**src/rtl/dac_spi_writer_if.sv**
```systemverilog
// Sample-in / SPI-out bundle of the DAC writer: upstream sample strobe plus serial pins and status.
interface dac_spi_writer_if #(
  parameter int fxp_size = 16
);
  logic                valid;
  logic [fxp_size-1:0] i_sample;
  logic                o_sclk;
  logic                o_cs_n;
  logic                o_mosi;
  logic                o_busy;
  logic                o_overrun;
  logic                o_clip;

  modport master (
    output valid, i_sample,
    input  o_sclk, o_cs_n, o_mosi, o_busy, o_overrun, o_clip
  );

  modport slave (
    input  valid, i_sample,
    output o_sclk, o_cs_n, o_mosi, o_busy, o_overrun, o_clip
  );
endinterface

```
**src/rtl/dac_spi_writer.sv**
```systemverilog
// Serialises signed samples to an MCP4921-style SPI DAC with a one-entry pending slot.
// Optional macro DAC_SATURATE_EN: clamp out-of-range samples and pulse o_clip instead of wrapping.
module dac_spi_writer #(
  parameter int         fxp_size       = 16,
  parameter int         bits_per_level = 12,
  parameter int         clk_div        = 4,
  parameter logic [3:0] config_bits    = 4'b0011
) (
  input logic              clk,
  input logic              rst,
  dac_spi_writer_if.slave  bus
);

  localparam int FRAME_W = 4 + bits_per_level;
  localparam int HALVES  = 2 * FRAME_W;
  localparam int HW      = $clog2(HALVES);
  localparam int IW      = $clog2(FRAME_W);
  localparam int CW      = (clk_div > 1) ? $clog2(clk_div) : 1;

  typedef enum logic [1:0] {IDLE, SHIFT, GAP} state_t;

  state_t               state_q, state_d;
  logic [HW-1:0]        h_q, h_d;
  logic [CW-1:0]        cnt_q, cnt_d;
  logic [FRAME_W-1:0]   frame_q, frame_d;
  logic [FRAME_W-1:0]   pend_q, pend_d;
  logic                 pvld_q, pvld_d;
  logic                 ovr_q, ovr_d;
  logic                 sclk_q, sclk_d;
  logic                 cs_n_q, cs_n_d;
  logic                 mosi_q, mosi_d;
  logic                 busy_q, busy_d;

  logic [bits_per_level-1:0] lvl;
  logic [FRAME_W-1:0]        conv_frame;
  logic                      half_end;

`ifdef DAC_SATURATE_EN
  localparam logic signed [fxp_size-1:0] SMAX = fxp_size'((1 << (bits_per_level - 1)) - 1);
  localparam logic signed [fxp_size-1:0] SMIN = ~SMAX;

  logic clip_now;
  logic clip_q;

  always_comb begin
    lvl      = bus.i_sample[bits_per_level-1:0];
    clip_now = 1'b0;
    if ($signed(bus.i_sample) > SMAX) begin
      lvl      = SMAX[bits_per_level-1:0];
      clip_now = 1'b1;
    end else if ($signed(bus.i_sample) < SMIN) begin
      lvl      = SMIN[bits_per_level-1:0];
      clip_now = 1'b1;
    end
  end

  always_ff @(posedge clk) begin
    if (rst) clip_q <= 1'b0;
    else     clip_q <= bus.valid & clip_now;
  end

  assign bus.o_clip = clip_q;
`else
  // Wrap-around: only the low level bits matter, the rest are deliberately ignored.
  logic unused_hi;
  assign unused_hi  = ^bus.i_sample[fxp_size-1:bits_per_level];
  assign lvl        = bus.i_sample[bits_per_level-1:0];
  assign bus.o_clip = 1'b0;
`endif

  // Offset-binary: flip the sign bit of the two's-complement level.
  assign conv_frame = {config_bits, ~lvl[bits_per_level-1], lvl[bits_per_level-2:0]};
  assign half_end   = (cnt_q == CW'(clk_div - 1));

  always_comb begin
    state_d = state_q;
    h_d     = h_q;
    cnt_d   = cnt_q;
    frame_d = frame_q;
    pend_d  = pend_q;
    pvld_d  = pvld_q;
    ovr_d   = 1'b0;
    unique case (state_q)
      IDLE: begin
        if (bus.valid) begin
          state_d = SHIFT;
          h_d     = '0;
          cnt_d   = '0;
          frame_d = conv_frame;
        end
      end
      SHIFT: begin
        cnt_d = half_end ? '0 : cnt_q + 1'b1;
        if (half_end) begin
          if (h_q == HW'(HALVES - 1)) state_d = GAP;
          else                        h_d     = h_q + 1'b1;
        end
        if (bus.valid) begin
          pend_d = conv_frame;
          pvld_d = 1'b1;
          ovr_d  = pvld_q;
        end
      end
      GAP: begin
        cnt_d = half_end ? '0 : cnt_q + 1'b1;
        if (half_end) begin
          // A fresh sample wins over the pending one; the pending slot empties either way.
          h_d    = '0;
          pvld_d = 1'b0;
          if (bus.valid) begin
            state_d = SHIFT;
            frame_d = conv_frame;
            ovr_d   = pvld_q;
          end else if (pvld_q) begin
            state_d = SHIFT;
            frame_d = pend_q;
          end else begin
            state_d = IDLE;
          end
        end else if (bus.valid) begin
          pend_d = conv_frame;
          pvld_d = 1'b1;
          ovr_d  = pvld_q;
        end
      end
      default: state_d = IDLE;
    endcase

    // Pins are registered from next state so they change cleanly on the clk edge.
    sclk_d = (state_d == SHIFT) && h_d[0];
    cs_n_d = (state_d != SHIFT);
    mosi_d = (state_d == SHIFT) ? frame_d[IW'(FRAME_W - 1) - IW'(h_d >> 1)] : 1'b0;
    busy_d = (state_d != IDLE);
  end

  always_ff @(posedge clk) begin
    if (rst) begin
      state_q <= IDLE;
      h_q     <= '0;
      cnt_q   <= '0;
      frame_q <= '0;
      pend_q  <= '0;
      pvld_q  <= 1'b0;
      ovr_q   <= 1'b0;
      sclk_q  <= 1'b0;
      cs_n_q  <= 1'b1;
      mosi_q  <= 1'b0;
      busy_q  <= 1'b0;
    end else begin
      state_q <= state_d;
      h_q     <= h_d;
      cnt_q   <= cnt_d;
      frame_q <= frame_d;
      pend_q  <= pend_d;
      pvld_q  <= pvld_d;
      ovr_q   <= ovr_d;
      sclk_q  <= sclk_d;
      cs_n_q  <= cs_n_d;
      mosi_q  <= mosi_d;
      busy_q  <= busy_d;
    end
  end

  assign bus.o_sclk    = sclk_q;
  assign bus.o_cs_n    = cs_n_q;
  assign bus.o_mosi    = mosi_q;
  assign bus.o_busy    = busy_q;
  assign bus.o_overrun = ovr_q;

endmodule
```
**src/flat_wrapper.sv**
```systemverilog
// flat-port wrapper written by rule: the top's interface ports become plain ports
module dac_spi_writer_flat 
#(
  parameter int         fxp_size       = 16,
  parameter int         bits_per_level = 12,
  parameter int         clk_div        = 4,
  parameter logic [3:0] config_bits    = 4'b0011
)
  (clk, rst, bus_valid, bus_i_sample, bus_o_sclk, bus_o_cs_n, bus_o_mosi, bus_o_busy, bus_o_overrun, bus_o_clip);
  dac_spi_writer_if #(.fxp_size(fxp_size)) bus_i ();
  input logic clk;
  input logic rst;
  input wire logic [$bits(bus_i.valid)-1:0] bus_valid;
  input wire logic [$bits(bus_i.i_sample)-1:0] bus_i_sample;
  output wire logic [$bits(bus_i.o_sclk)-1:0] bus_o_sclk;
  output wire logic [$bits(bus_i.o_cs_n)-1:0] bus_o_cs_n;
  output wire logic [$bits(bus_i.o_mosi)-1:0] bus_o_mosi;
  output wire logic [$bits(bus_i.o_busy)-1:0] bus_o_busy;
  output wire logic [$bits(bus_i.o_overrun)-1:0] bus_o_overrun;
  output wire logic [$bits(bus_i.o_clip)-1:0] bus_o_clip;
  assign bus_i.valid = bus_valid;
  assign bus_i.i_sample = bus_i_sample;
  assign bus_o_sclk = bus_i.o_sclk;
  assign bus_o_cs_n = bus_i.o_cs_n;
  assign bus_o_mosi = bus_i.o_mosi;
  assign bus_o_busy = bus_i.o_busy;
  assign bus_o_overrun = bus_i.o_overrun;
  assign bus_o_clip = bus_i.o_clip;
  dac_spi_writer #(.fxp_size(fxp_size), .bits_per_level(bits_per_level), .clk_div(clk_div), .config_bits(config_bits)) u_core (.clk(clk), .rst(rst), .bus(bus_i));
endmodule
```
**config.mk**
```make
export PLATFORM = sky130hd
export DESIGN_NAME = dac_spi_writer_flat
export DESIGN_NICKNAME = d
export VERILOG_FILES = /design/src/rtl/dac_spi_writer_if.sv /design/src/rtl/dac_spi_writer.sv /design/src/flat_wrapper.sv
export SDC_FILE = /design/constraint.sdc
export NUM_CORES = 1
export LEC_CHECK = 0
export ABC_AREA = 1
export CAP_MARGIN = 20
export CORE_ASPECT_RATIO = 1.25
export CORE_MARGIN = 2
export CORE_UTILIZATION = 58
export CTS_BUF_LIST = sky130_fd_sc_hd__clkbuf_8
export DETAILED_ROUTE_END_ITERATION = 10
export PLACE_DENSITY_LB_ADDON = 0.15
export SKIP_LAST_GASP = 1
export SLEW_MARGIN = 20
export SYNTH_ARGS = -nofsm -noshare
export SYNTH_HDL_FRONTEND = slang
export SYNTH_SLANG_ARGS = --single-unit
```
**constraint.sdc**
```tcl
create_clock -name clk -period 2.1 [get_ports clk]
set_input_delay 0.42 -clock clk [delete_from_list [all_inputs] [get_ports clk]]
set_output_delay 0.42 -clock clk [all_outputs]
set_load 0.02 [all_outputs]
```
Word level (Yosys, flattened, before mapping)
Index checks and enable logic that the tools add are counted.
W data, S select, Z words.
{ "op_classes": {"order_cmp": 1, "mux": 28, "add_sub_neg": 3, "mul": 0, "n_bitwise": 4, "n_eq_ne": 8, "shift": 0, "n_reduce_logical": 10, "div": 0} }
{ "op_table": {"columns": ["cell", "count"], "rows": [
  ["$mux W16", 6],
  ["$pmux W16 S2", 2],
  ["$mux W5", 4],
  ["$pmux W5 S3", 1],
  ["$mux W2", 7],
  ["$pmux W2 S3", 1],
  ["$reduce_bool A2 Y1", 3],
  ["$add A5 B1 Y5 const B", 1],
  ["$eq A5 B5 Y1 const B", 1],
  ["$lt A4 B5 Y1 const B", 1],
  ["$bmux W1 S4", 1],
  ["$eq A2 B1 Y1 const B", 2],
  ["$eq A2 B2 Y1 const B", 2],
  ["$mux W1", 4],
  ["$ne A2 B2 Y1 const B", 2],
  ["$not A1 Y1", 4],
  ["$pmux W2 S2", 1],
  ["$reduce_and A2 Y1", 2],
  ["$reduce_or A2 Y1", 2],
  ["$sub A4 B4 Y4 const A", 1],
  ["$reduce_or A3 Y1", 1],
  ["$add A2 B1 Y2 const B", 1],
  ["$logic_not A2 Y1", 1],
  ["$ne A2 B1 Y1 const B", 1],
  ["other kinds (2)", 2]
]} }
{ "word_totals": {"elab_cells": 65, "ramBits": 0, "n_memories": 0, "latchBits": 0, "reg_bits": 47, "rom_bits": 0} }

Logic depth before layout (Yosys ltp)
Gate-level depths: netlist of the first run.
{ "depth": {"word_depth": 7, "depth_mapped": 15} }

Least setup slack after synthesis of the first run
No wires, ideal clock.
{ "synth_path": {"path_type": "flip-flop to flip-flop", "from": "register u_core.state_q[0]", "to": "register u_core.mosi_q (netlist: u_core.bus.o_mosi)", "path_slack_ns": 0.377, "synth_period_minus_slack_ns": 1.723, "required_time_ns": 1.985, "t_arrival_ns": 1.608, "path_stages_with_launch": 16, "cell_sequence": "dfxtp_1 > inv_1 > ha_1 > nand2_2 > nand2_2 > buf_6 > nand2_2 > nor2_2 > a21oi_1 > nand3_1 > nand3_1 > nand3_1 > nand2_1 > nand2_1 > nand2_1 > nor2_1"} }
{ "synth_via": {"elab_chain_cells": 6, "word_cells_on_any_way": 16, "classes_between": "add/sub (1); eq/ne (3); mux (9); bitwise (1); reduce/logical (2)"} }
{ "synth_lines": {"columns": ["item", "line", "rtl"], "rows": [
  ["start: declaration", "dac_spi_writer.sv:22", "state_t state_q, state_d;"],
  ["start signal: assignment", "dac_spi_writer.sv:150", "state_q <= state_d;"],
  ["parallel branches: the longest is 6 deep, another holds $sub A4 B4 Y4", null, null],
  ["end signal: assignment", "dac_spi_writer.sv:159", "mosi_q <= mosi_d;"],
  ["end: declaration", "dac_spi_writer.sv:31", "logic mosi_q, mosi_d;"]
]} }
Parallel ways; which one is timed is not known. The select of a mux whose other input is x is not followed.
A chain may end at the register's enable or synchronous reset.

Final worst setup path of the first run
{ "layout_path": {"from": "register u_core.state_q[1]", "to": "register u_core.mosi_q (netlist: u_core.bus.o_mosi)"} }
Same word-level chain as after synthesis.

==> results.sh, run 1 <==
export IMPL_outcome="finished clean"
export IMPL_diodes=0
export IMPL_fillers=339
export IMPL_place_hpwl_mm=3.47
export IMPL_finalHoldWorstSlack_ns=0.456
export IMPL_final_cell_mix="nor2_1, dfxtp_1, nand2_1"
export IMPL_ys_warnings_count=0
export IMPL_syn_to_final_growth_pct=20.2
export IMPL_cap_violations=0
export IMPL_fmax_mhz=522
export IMPL_placementRows=25
export IMPL_cts_tree="built"
export IMPL_cts_clk_slew_worst_paths_ns=0.08
export IMPL_p_leak_uw=0.00120
export IMPL_grt_pass1_vias=1923
export IMPL_synth_seq_area_share_pct=39.1
export IMPL_drt_iter0_markers=119
export IMPL_die_y_um=73.7
export IMPL_cts_buffer_depth=2
export IMPL_dieWidth_um=59.8
export IMPL_setup_violations=0
export IMPL_peakVddDrop_v=0.000508
export IMPL_power_density_nw_per_um2=652
export IMPL_worstSkewPairLatency_ns=0.30
export IMPL_final_layout_size_suffix_gt1_share_pct=19.3
export IMPL_rsz0062_at_grt="no"
export IMPL_worstPathMaxFanout=14
export IMPL_hold_violations=0
export IMPL_yosysUniqueCellTypes=33
export IMPL_postRouteAntennaNets=0
export IMPL_track_usage_pct=24.2
export IMPL_pin_count=25
export IMPL_core_area_um2=3750
export IMPL_synth_seq_cells=44
export IMPL_grt_pass1_wl_mm=8.19
export IMPL_dieArea_um2=4400
export IMPL_fin_crit_sh_pct=91.2
export IMPL_worstSetupEndpointType="flop"
export IMPL_synth_nets=335
export IMPL_required_ns=2.29
export IMPL_wirelength_mm=4.91
export IMPL_cts_root_buf="clkbuf_8"
export IMPL_finalCriticalPeriod_ns=1.92
export IMPL_h_tree_depth=2
export IMPL_setup_tns_ns=0
export IMPL_place_area_um2=2590
export IMPL_grt_ovfl_total=0
export IMPL_io_buffers=19
export IMPL_antenna_found_initial=0
export IMPL_design_area_um2=2710
export IMPL_start_util_pct=60.0
export IMPL_clock_sinks=44
export IMPL_fin_util_pct=72.1
export IMPL_fin_skew_ns=0.00697
export IMPL_hold_path_class="flop to flop"
export IMPL_worstPathArrival_ns=2.11
export IMPL_vias_per_cell=5.51
export IMPL_grt_max_degree=30
export IMPL_worstSetupPathType="flop to flop"
export IMPL_critPathLaunchType="flop"
export IMPL_post_cts_buffers=0
export IMPL_synthCells=310
export IMPL_finalWeightedCongestion=0.850
export IMPL_numCtsBuffers=5
export IMPL_routedWlPerCell_um=12.7
export IMPL_layout_nets=372
export IMPL_drcViolationCount=0
export IMPL_synthesis_area_um2=2250
export IMPL_drt_pass1_iterations=4
export IMPL_avgSynthCellArea_um2=7.27
export IMPL_maxSlewViolCount=0
export IMPL_vias=2139
export IMPL_final_common_cell="nor2_1"
## area by class of cell
class	count	area [um^2]	share of cell area [%]
clock inverter	2	10.0	0.370
inverter	26	97.6	3.60
tap	40	50.0	1.85
clock buffer	6	82.6	3.05
multi-input combinational	226	1200	44.5
timing repair buffer	44	380	14.0
sequential	44	882	32.6
## what timing repair did
item,4_1_cts,5_1_grt
hold buffers,0,0
resized for setup,0,8
setup endpoints to repair,0,1
## final timing paths
| kind | from | end | slack, ns | cells after the start |
|---|---|---|---|---|
| min | u_core.frame_q[14] | u_core.frame_q[14] | 0.46 | 2 |
| max | u_core.state_q[1] | u_core.bus.o_mosi | 0.18 | 14 |
| max reg2reg | u_core.state_q[1] | u_core.bus.o_mosi | 0.18 | 14 |
| min reg2reg | u_core.frame_q[14] | u_core.frame_q[14] | 0.46 | 2 |
## sequential cells by signal (all words and copies together) (netlist names)
| name | cells |
|---|---|
| u_core.bus.o_busy | 1 |
| u_core.bus.o_cs_n | 1 |
| u_core.bus.o_mosi | 1 |
| u_core.bus.o_overrun | 1 |
| u_core.bus.o_sclk | 1 |
| u_core.cnt_q | 2 |
| u_core.frame_q | 16 |
| u_core.h_q | 5 |
| u_core.pend_q | 13 |
| u_core.pvld_q | 1 |
| u_core.state_q | 2 |
## report_power, final
part           internal [uW]  switching, uW  leakage [uW]
clock                    263            297     0.0000510
sequential               880           22.3      0.000359
combinational            133            171      0.000793
total                   1280            490       0.00120
## worst max-delay path, stage by stage, from the launching register on
cell and delay, ns:
dfxtp_1 0.39, inv_1 0.08, ha_1 0.26, inv_1 0.11, nand2_2 0.07, nand2_2 0.08, nand2_4 0.14, a21oi_1 0.23
nand3_1 0.10, nand3_1 0.08, nand3_1 0.06, nand2_1 0.07, nand2_1 0.05, nand2_1 0.06, nor2_1 0.03
## cells by family (layout without fill, tap and decap cells)
family,count (synthesis),in the layout,synth area share (%)
buffers and inverters,40,78,8.44
other,1,1,0.166
adders and majority gates,6,6,3.33
and+or+nand+nor,147,147,29.8
AOI/OAI and AO/OA,71,71,18.8
xor gates and xnor gates,1,1,0.389
DFF,44,44,39.1
## synth_stat cells
| cell | count | share of area (%) |
|---|---|---|
| a21boi_2 | 1 | 0.50 |
| a211oi_4 | 1 | 0.89 |
| buf_6 | 4 | 2.0 |
| nand3_2 | 2 | 0.89 |
| conb_1 | 1 | 0.17 |
| o211ai_1 | 2 | 0.67 |
| nor3_1 | 1 | 0.22 |
| a221oi_1 | 1 | 0.39 |
| nand3_1 | 33 | 7.3 |
| nand2_2 | 9 | 2.5 |
| inv_2 | 3 | 0.50 |
| nand4_2 | 1 | 0.56 |
| clkbuf_2 | 1 | 0.22 |
| o21ai_2 | 1 | 0.39 |
| clkbuf_1 | 4 | 0.67 |
| a21oi_1 | 25 | 5.6 |
| buf_4 | 1 | 0.33 |
| nor2_1 | 60 | 10 |
| xor2_1 | 1 | 0.39 |
| o21ai_0 | 28 | 6.2 |
| o21ai_1 | 1 | 0.22 |
| a22oi_1 | 2 | 0.67 |
| a21boi_0 | 1 | 0.33 |
| nand2_4 | 4 | 2.0 |
| ha_1 | 6 | 3.3 |
| nand2_1 | 36 | 6.0 |
| a21oi_2 | 6 | 2.3 |
| inv_1 | 23 | 3.8 |
| buf_2 | 4 | 0.89 |
| a211oi_1 | 1 | 0.33 |
| o31ai_1 | 1 | 0.33 |
| dfxtp_1 | 44 | 39 |
| nor2_2 | 1 | 0.28 |
## stage by stage
step	total power [uW]	setup WS (ns)	cells
2_1_floorplan	1110	0.377	310
3_3_place_gp	1210	-0.108	380
3_5_place_dp	1220	-0.107	380
4_1_cts	1770	0.116	388
5_1_grt	1850	0.00943	388
6_report	1770	0.185	388
## layer usage
metal	share of wire [%]	global-route usage, %	vias to the layer above
li1	-	-	1097
met1	43	28.2	976
met2	51	42.9	56
met3	3.8	4.23	10
met4	2.0	9.63	0
met5	0	0	-
Power figures use the tool's default switching activity.
==> inputs of run 2 (changes only) <==
CORE_MARGIN = unset   (was 2)
SKIP_CTS_REPAIR_TIMING = 1   (was unset)
==> run 2 against run 1 <==
  * The flow now finishes with violations (design-rule violations)
  * Cell area increased by 1.1%
  * Worst setup slack got worse by 0.0061 ns
  * Flip-flop and latch count is the same
  * Clock skew barely moved
  * First-iteration DRC count down 12%
  * Combinational power is 4% higher
  * Critical path type unchanged
  * Sequential power is essentially flat
  * Clock-buffer cell count stayed put
  * Total power about the same
  * Hold slack improved by 0.0018 ns
==> results.sh, run 2 (synthesis results as in run 1) <==
export IMPL_power_frac_seq_pct=51.2
export IMPL_cp_buffers_inverters=2
export IMPL_vias=2128
export IMPL_fin_crit_sh_pct=91.5
export IMPL_layout_nets=374
export IMPL_grt_busiest_layer="met2"
export IMPL_core_area_um2=3600
export IMPL_worstPathArrival_ns=2.11
export IMPL_setup_ws_ns=0.179
export IMPL_hold_path_class="flop to flop"
export IMPL_io_buffers=19
export IMPL_maxSlewViolCount=0
export IMPL_cap_violations=0
export IMPL_grt_pass1_vias=2018
export IMPL_largest_register="u_core.frame_q"
export IMPL_setup_violations=0
export IMPL_rsz0062_at_grt="no"
export IMPL_worstSetupPathType="flop to flop"
export IMPL_cts_buffer_depth=2
export IMPL_cts_clk_slew_worst_paths_ns=0.08
export IMPL_critPathLaunchType="flop"
export IMPL_crit_family="simple AND/OR/NAND/NOR gates"
export IMPL_finalCriticalPeriod_ns=1.92
export IMPL_p_leak_uw=0.00121
export IMPL_power_density_nw_per_um2=645
export IMPL_top_regs="u_core.frame_q (16), u_core.pend_q (13), u_core.h_q (5)"
export IMPL_drcViolationCount=1
export IMPL_clkPwrFrac_pct=30.9
export IMPL_cts_tree="built"
export IMPL_required_ns=2.29
export IMPL_wirelength_mm=5.19
export IMPL_hold_violations=0
export IMPL_peakVddDrop_v=0.000446
export IMPL_cp_slowest_cell="dfxtp_2"
export IMPL_die_y_um=71.7
export IMPL_pin_count=25
export IMPL_place_hpwl_mm=3.58
export IMPL_worstPathMaxFanout=14
export IMPL_largest_reg_flops=16
export IMPL_postRouteAntennaNets=0
export IMPL_dieWidth_um=57.8
export IMPL_track_usage_pct=26.2
export IMPL_final_layout_size_suffix_gt1_share_pct=20.3
export IMPL_numCtsBuffers=5
export IMPL_clock_sinks=44
export IMPL_dieArea_um2=4140
export IMPL_met3_usage_pct=4.69
export IMPL_h_tree_depth=2
export IMPL_worstSkewPairLatency_ns=0.30
export IMPL_placementRows=24
export IMPL_crit_top_cell="nand2_1"
export IMPL_cts_root_buf="clkbuf_8"
export IMPL_combPwrFrac_pct=17.9
export IMPL_diodes=0
export IMPL_grt_max_degree=30
export IMPL_syn_to_final_growth_pct=21.4
export IMPL_start_util_pct=62.5
export IMPL_netSwitchingPower_uw=489
export IMPL_crit_path_max_incr_delay_ns=0.36
export IMPL_outcome="finished, violations left"
export IMPL_drt_iter0_markers=105
export IMPL_met1_usage_pct=27.9
export IMPL_path_cells="inv_1 -> ha_1 -> inv_1 -> nand2_2 -> nand2_2 -> nand2_4 -> a21oi_1 -> nand2_1 -> nand3_1 -> nand3_1 -> nand2_1 -> nand2_1 -> nand2_1 -> nor2_1"
export IMPL_met2_usage_pct=49.9
export IMPL_antenna_found_initial=0
export IMPL_finalWeightedCongestion=0.832
export IMPL_swShare_pct=27.7
export IMPL_finalPower_uw=1770
export IMPL_internal_power_uw=1280
export IMPL_drt_pass1_iterations=7
export IMPL_grt_pass1_wl_mm=8.40
export IMPL_place_worst_setup_slack_ns=-0.0833
export IMPL_final_cell_mix="nor2_1, dfxtp_1, nand2_1"
export IMPL_fin_skew_ns=0.00723
export IMPL_grt_ovfl_total=0
export IMPL_routedWlPerCell_um=13.3
export IMPL_violations="design-rule violations"
export IMPL_fmax_mhz=520
export IMPL_worstSetupEndpointType="flop"
export IMPL_final_common_cell="nor2_1"
export IMPL_vias_per_cell=5.47
[run 2: metrics by stage]
| step | instance area [um^2] | cells | hold slack (ns) | setup TNS (ns) | util, % |
|---|---|---|---|---|---|
| after global routing | 2740 | 389 | 0.485 | 0 | 75.9 |
| after floorplan | 2250 | 310 | 0.425 | 0 | - |
| after detailed placement | 2600 | 381 | 0.448 | -0.0833 | 72.2 |
| after CTS | 2690 | 389 | 0.462 | 0 | 74.7 |
| after global placement | 2600 | 381 | 0.440 | -0.0779 | 72.2 |
| final | 2740 | 389 | 0.457 | 0 | 75.9 |
[run 2: layout make-up]
cell class | instances | area, um^2
timing repair buffer | 46 | 393
inverter | 26 | 97.6
clock inverter | 2 | 7.51
sequential | 44 | 883
tap | 39 | 48.8
multi-input combinational | 226 | 1220
fill | 296 | 867
clock buffer | 6 | 82.6
[run 2: power by group through the flow]
| stage | clock network (uW) | logic [uW] | registers (uW) |
|---|---|---|---|
| 3_5_place_dp | 0 | 302 | 920 |
| 2_1_floorplan | 0 | 190 | 919 |
| 3_3_place_gp | 0 | 297 | 918 |
| 4_1_cts | 554 | 305 | 902 |
| 5_1_grt | 586 | 347 | 909 |
| 6_report | 546 | 315 | 905 |
[run 2: worst paths after layout]
check / to / from / slack (ns) / cells past startpoint
hold reg to reg: u_core.frame_q[14] / u_core.frame_q[14] / 0.46 / 2
setup reg to reg: u_core.bus.o_mosi / u_core.state_q[0] / 0.18 / 14
hold / removal: u_core.frame_q[14] / u_core.frame_q[14] / 0.46 / 2
setup / recovery: u_core.bus.o_mosi / u_core.state_q[0] / 0.18 / 14
[run 2: per-layer routing]
layer  up-vias  share of wire, %  routed length, um
met3        12               2.6                134
met1       985                44               2270
met5         -                 0                  0
li1       1094                 -                  -
met4         0               2.1                110
met2        37                52               2680
[run 2: tightest hold or removal path, stage by stage (launching register included)]
cell     delay (ns)
dfxtp_1        0.30
nand2_1        0.07
nor2_1         0.04
